<file path="config.mk">
export PLATFORM = sky130hd
export DESIGN_NAME = instr_fetch
export DESIGN_NICKNAME = d
export VERILOG_FILES = /design/src/rtl/instr_fetch_pkg.sv /design/src/rtl/DFlipFlop.sv /design/src/rtl/fetch_timeout.sv /design/src/rtl/instr_fetch.sv
export SDC_FILE = /design/constraint.sdc
export NUM_CORES = 1
export LEC_CHECK = 0
export CAP_MARGIN = 0
export CELL_PAD_IN_SITES_DETAIL_PLACEMENT = 1
export CELL_PAD_IN_SITES_GLOBAL_PLACEMENT = 1
export CORE_UTILIZATION = 30
export CTS_BUF_LIST = sky130_fd_sc_hd__clkbuf_8
export DETAILED_ROUTE_END_ITERATION = 7
export PLACE_DENSITY = 0.77
export SLEW_MARGIN = 5
export SYNTH_ARGS = -nofsm -noshare
export SYNTH_HDL_FRONTEND = slang
export SYNTH_SLANG_ARGS = --single-unit
</file>
<file path="constraint.sdc">
create_clock -name clk -period 4.1 [get_ports clk]
set_input_delay 0.41 -clock clk [delete_from_list [all_inputs] [get_ports clk]]
set_output_delay 0.41 -clock clk [all_outputs]
set_load 0.1 [all_outputs]
</file>
<file path="src/rtl/instr_fetch_pkg.sv">
// rtl/instr_fetch_pkg.sv - shared state encoding and width defaults for the fetch stage
package instr_fetch_pkg;

  localparam int DEF_ADDR_W  = 8;
  localparam int DEF_INSTR_W = 16;

  typedef enum logic [2:0] {
    ST_IDLE  = 3'd0,
    ST_WAIT  = 3'd1,
    ST_HOLD  = 3'd2,
    ST_DRAIN = 3'd3,
    ST_ERR   = 3'd4
  } fetch_state_t;

endpackage

</file>
<file path="src/rtl/DFlipFlop.sv">
// rtl/DFlipFlop.sv - width-parameterised enabled register, clears to zero on reset
module DFlipFlop #(
  parameter int WIDTH = 16
) (
  input  logic             i_clk,
  input  logic             i_reset,
  input  logic             i_en,
  input  logic [WIDTH-1:0] i_d,
  output logic [WIDTH-1:0] o_q
);

  logic [WIDTH-1:0] r_q;

  always_ff @(posedge i_clk) begin
    if (i_reset)
      r_q <= '0;
    else if (i_en)
      r_q <= i_d;
  end

  assign o_q = r_q;

endmodule

</file>
<file path="src/rtl/fetch_timeout.sv">
// rtl/fetch_timeout.sv - saturating wait counter; expired flags the TIMEOUT-th idle wait cycle
module fetch_timeout #(
  parameter int TIMEOUT = 15
) (
  input  logic i_clk,
  input  logic i_reset,
  input  logic i_clear,
  input  logic i_enable,
  output logic o_expired
);

  localparam int CW = (TIMEOUT > 0) ? $clog2(TIMEOUT + 1) : 1;
  localparam logic [CW-1:0] C_MAX  = CW'(TIMEOUT);
  localparam logic [CW-1:0] C_LAST = (TIMEOUT > 0) ? CW'(TIMEOUT - 1) : '0;

  logic [CW-1:0] r_count;

  always_ff @(posedge i_clk) begin
    if (i_reset || i_clear)
      r_count <= '0;
    else if (i_enable && (r_count != C_MAX))
      r_count <= r_count + 1'b1;
  end

  // Fires during the cycle whose edge would bring the count to TIMEOUT.
  assign o_expired = (TIMEOUT > 0) && i_enable && (r_count == C_LAST);

endmodule

</file>
<file path="src/rtl/instr_fetch.sv">
// rtl/instr_fetch.sv - fetches imem[pc] over req/ack and holds it in ir for decode
module instr_fetch
  import instr_fetch_pkg::*;
#(
  parameter int ADDR_W  = DEF_ADDR_W,
  parameter int INSTR_W = DEF_INSTR_W,
  parameter int TIMEOUT = 15
) (
  input  logic               clk,
  input  logic               reset,
  input  logic               fetch_en,
  input  logic [ADDR_W-1:0]  pc,
  output logic               loadpc,
  output logic               imem_req,
  output logic [ADDR_W-1:0]  imem_addr,
  input  logic               imem_ack,
  input  logic [INSTR_W-1:0] imem_rdata,
  output logic [INSTR_W-1:0] ir,
  output logic               ir_valid,
  input  logic               ir_ready,
  input  logic               flush,
  output logic               fetch_err
);

  fetch_state_t      r_state;
  logic              r_imem_req;
  logic              r_loadpc;
  logic              r_ir_valid;
  logic              r_fetch_err;
  logic [ADDR_W-1:0] r_imem_addr;

  logic w_busy;
  logic w_start;
  logic w_tmo_clear;
  logic w_expired;
  logic w_ir_load;

  assign w_busy    = (r_state == ST_WAIT) || (r_state == ST_DRAIN);
  assign w_ir_load = (r_state == ST_WAIT) && imem_ack && !flush;
  assign w_start   = ((r_state == ST_IDLE) && fetch_en && !flush) ||
                     ((r_state == ST_HOLD) && ir_ready && fetch_en && !flush);
  assign w_tmo_clear = w_start || ((r_state == ST_WAIT) && flush && !imem_ack);

  fetch_timeout #(.TIMEOUT(TIMEOUT)) u_timeout (
    .i_clk     (clk),
    .i_reset   (reset),
    .i_clear   (w_tmo_clear),
    .i_enable  (w_busy && !imem_ack),
    .o_expired (w_expired)
  );

  DFlipFlop #(.WIDTH(INSTR_W)) u_ir (
    .i_clk   (clk),
    .i_reset (reset),
    .i_en    (w_ir_load),
    .i_d     (imem_rdata),
    .o_q     (ir)
  );

  always_ff @(posedge clk) begin
    if (reset) begin
      r_state     <= ST_IDLE;
      r_imem_req  <= 1'b0;
      r_imem_addr <= '0;
      r_ir_valid  <= 1'b0;
      r_loadpc    <= 1'b0;
      r_fetch_err <= 1'b0;
    end else begin
      r_loadpc <= 1'b0;
      case (r_state)
        ST_IDLE: begin
          if (w_start) begin
            r_imem_addr <= pc;
            r_imem_req  <= 1'b1;
            r_state     <= ST_WAIT;
          end
        end
        ST_WAIT: begin
          if (imem_ack) begin
            r_imem_req <= 1'b0;
            if (!flush) begin
              r_ir_valid <= 1'b1;
              r_loadpc   <= 1'b1;
              r_state    <= ST_HOLD;
            end else begin
              r_state <= ST_IDLE;
            end
          end else if (w_expired) begin
            r_fetch_err <= 1'b1;
            r_imem_req  <= 1'b0;
            r_state     <= ST_ERR;
          end else if (flush) begin
            // The request stays up: memory still owes us an ack to discard.
            r_state <= ST_DRAIN;
          end
        end
        ST_DRAIN: begin
          if (imem_ack) begin
            r_imem_req <= 1'b0;
            r_state    <= ST_IDLE;
          end else if (w_expired) begin
            r_fetch_err <= 1'b1;
            r_imem_req  <= 1'b0;
            r_state     <= ST_ERR;
          end
        end
        ST_HOLD: begin
          if (flush) begin
            r_ir_valid <= 1'b0;
            r_state    <= ST_IDLE;
          end else if (ir_ready) begin
            r_ir_valid <= 1'b0;
            if (fetch_en) begin
              r_imem_addr <= pc;
              r_imem_req  <= 1'b1;
              r_state     <= ST_WAIT;
            end else begin
              r_state <= ST_IDLE;
            end
          end
        end
        ST_ERR: begin
          r_imem_req <= 1'b0;
        end
        default: begin
          r_state <= ST_IDLE;
        end
      endcase
    end
  end

  assign loadpc    = r_loadpc;
  assign imem_req  = r_imem_req;
  assign imem_addr = r_imem_addr;
  assign ir_valid  = r_ir_valid;
  assign fetch_err = r_fetch_err;

endmodule

</file>
==> flow_summary.ini <==
[outcome]
status = finished with violations
violations = design-rule violations

[floorplanning]
core_area_mm2 = 0.00447
initial_core_util = 0.319
die_h_um = 71.0
io_pins = 58
die_w_um = 71.0
die_area_mm2 = 0.00504
fp-row-count = 24

[yosys]
async_flop_share = 0
yosysUniqueCellTypes = 34
synth_ff_type = dfxtp_1
yosys.cell_count.top_type = nand2_1
synthTopCellsByArea = dfxtp_1 49%, nand2_1 9.7%, a21oi_1 6.7%, mux2i_1 6.3%, nor2_1 4.7%
ys_ff_latch = 35
syn-cell-area_mm2 = 0.00143
yosysSeqAreaShare = 0.491
syn_avg_cell_area_um2 = 8.50
synth_top_area_cell = dfxtp_1
synth_commonest_cells = 37 x nand2_1, 35 x dfxtp_1, 19 x a21oi_1
netlist_instances = 168
synth_nets = 200
synth_top_cell_area_share = 0.491
yosysWarnings = 0
synth_edf_count = 0

[power]
leakage_nw = 0.779
ir_drop_mv = 0.176
power_density_mw_per_mm2 = 388

[cells_and_area]
antenna_cells = 0
layout-drive-gt1-share = 0.0667
multi_input_area_um2 = 664
fillers = 536
final_nets = 256
stdcell_count = 277
syn2layout_area_growth_pct = 48.5
regArea_um2 = 701

[sta]
fin_setup_tns_ns = 0
fmax_mhz = 457
hold_violations = 0
final_max_slew_viol_count = 0
worst_slack_ns = 1.91
whs_ns = 0.453
fin_crit_ns = 2.19
tightestPinTransition_ns = 1.00
skew_ns = 0.00631
final.period_utilization = 0.534
relSlewSlack = 0.331
setup_viol = 0
rsz0062_at_grt = no

[clock_tree]
cts.clk_slew.worst_paths_ns = 0.08
cts_hold_repair.buffers = 0
htreeDepth = 2
cts_tree = yes
post_cts_buffers = 0
cts_buffers = 5
cts_root_buf = clkbuf_8
clock_path_buffers = 2
clock_latency_ns = 0.29
clock_sink_count = 35
cts_resized = 0

[global_routing]
grt_pass1_vias = 1263
antenna_found_initial = 0
grt_max_degree = 19
grt_pass1_wl_um = 5840
grtUsageTotal = 0.152
grt_overflow_total = 0

[route]
ant_nets = 0
wl_um = 3550
wl_per_cell_um = 12.8
drt_first_pass_iters = 8
drcViolationCount = 8
avgViaCountPerCell = 4.77
drt_iter0_drc = 41
vias = 1321

[critical_path]
required_ns = 3.69
crit_slowest_cell = clkdlybuf4s50_1
critPathBufInv = 1
cp.arrival_ns = 1.78
start_kind = register
cp_top_family = buffers and inverters
worstPathMaxFanout = 2
crit_path_cell_trace = clkdlybuf4s50_1
path_depth = 1
cp-end-kind = primary output
max_stage_delay_ns = 1.15
worst-setup-path-type = reg2out
rr_worst_depth = 4

[worst_hold_path]
whs_path_depth = 2
hp-class = reg2reg

[job]
cap_violations = 0

[placed_design]
routabilityCongestion = 0.879
portBuffers = 57
pre_cts_ws_ns = 1.89
place_hpwl_um = 2590
dpl.cell_count = 269
sequential cells by signal, summed over array words and instances, names as in the netlist:
register           cells
loadpc                 1
r_state                3
u_timeout.r_count      4
fetch_err              1
imem_addr              8
u_ir.o_q              16
imem_req               1
ir_valid               1
worst paths after layout:
path,start,to,slack (ns)
hold reg to reg,u_ir.o_q[3],u_ir.o_q[3],0.45
setup / recovery,fetch_err,fetch_err,1.91
setup reg to reg,r_state[0],ir_valid,2.33
hold / removal,u_ir.o_q[3],u_ir.o_q[3],0.45
cells in the final DEF (no fill, tap or decap):
cell             count
a211oi_1             1
a21oi_1             19
a221oi_1             1
a311oi_1             1
a311oi_2             1
a31oi_1              1
a31oi_2              1
and3_1               2
buf_4                1
clkbuf_8             5
clkdlybuf4s50_1     57
clkinvlp_4           2
dfxtp_1             35
ha_1                 2
inv_1                5
inv_6                1
mux2i_1              9
nand2_1             37
nand2b_1             3
nand3_1              4
nand4_1              1
nor2_1              18
nor2_2               1
nor2b_1              2
nor3b_1              1
o211ai_1             1
o21ai_0              1
o22ai_1              2
o31a_1               1
o31ai_1              2
o32ai_1              1
or2_1                1
or2_2                2
or3b_4               1
xnor2_1              2
where the power goes:
group / total, mW / internal (mW) / leakage, nW / switching, mW
sequential: 0.367 / 0.355 / 0.284 / 0.0119
combinational: 0.199 / 0.0689 / 0.455 / 0.131
clock: 0.256 / 0.121 / 0.0408 / 0.135
total: 0.822 / 0.545 / 0.779 / 0.277
stage by stage:
step,util,instance area (um2),total power [mW]
floorplan,-,1430,0.511
global placement,0.453,2030,0.575
detailed placement,0.453,2030,0.576
CTS,0.474,2120,0.836
global route,0.474,2120,0.864
finish,0.474,2120,0.822
metal layers:
metal	track usage	routed length, um	vias up
li1	-	-	677
met1	0.188	1660	603
met2	0.236	1630	39
met3	0.0527	221	2
met4	0.0733	41	0
met5	0	0	-
final cells by class:
type,count,share of cell area
repair buffers,58,0.273
clock inverters,3,0.0112
well taps,52,0.0307
clock buffers,5,0.0325
inverters,5,0.00885
flip-flops and latches,35,0.331
multi-input cells,119,0.313
cell families (layout without fill, tap and decap cells):
family                     after synthesis  count (layout)  share of synthesized area
and+or+nand+nor                         73              73                      0.224
xor gates and xnor gates                 2               2                     0.0123
adders and majority gates                2               2                     0.0175
muxes                                    9               9                     0.0631
AOI/OAI and AO/OA                       33              33                      0.148
buffers and inverters                   14              71                     0.0438
DFF                                     35              35                      0.491
Power figures use the tool's default switching activity.
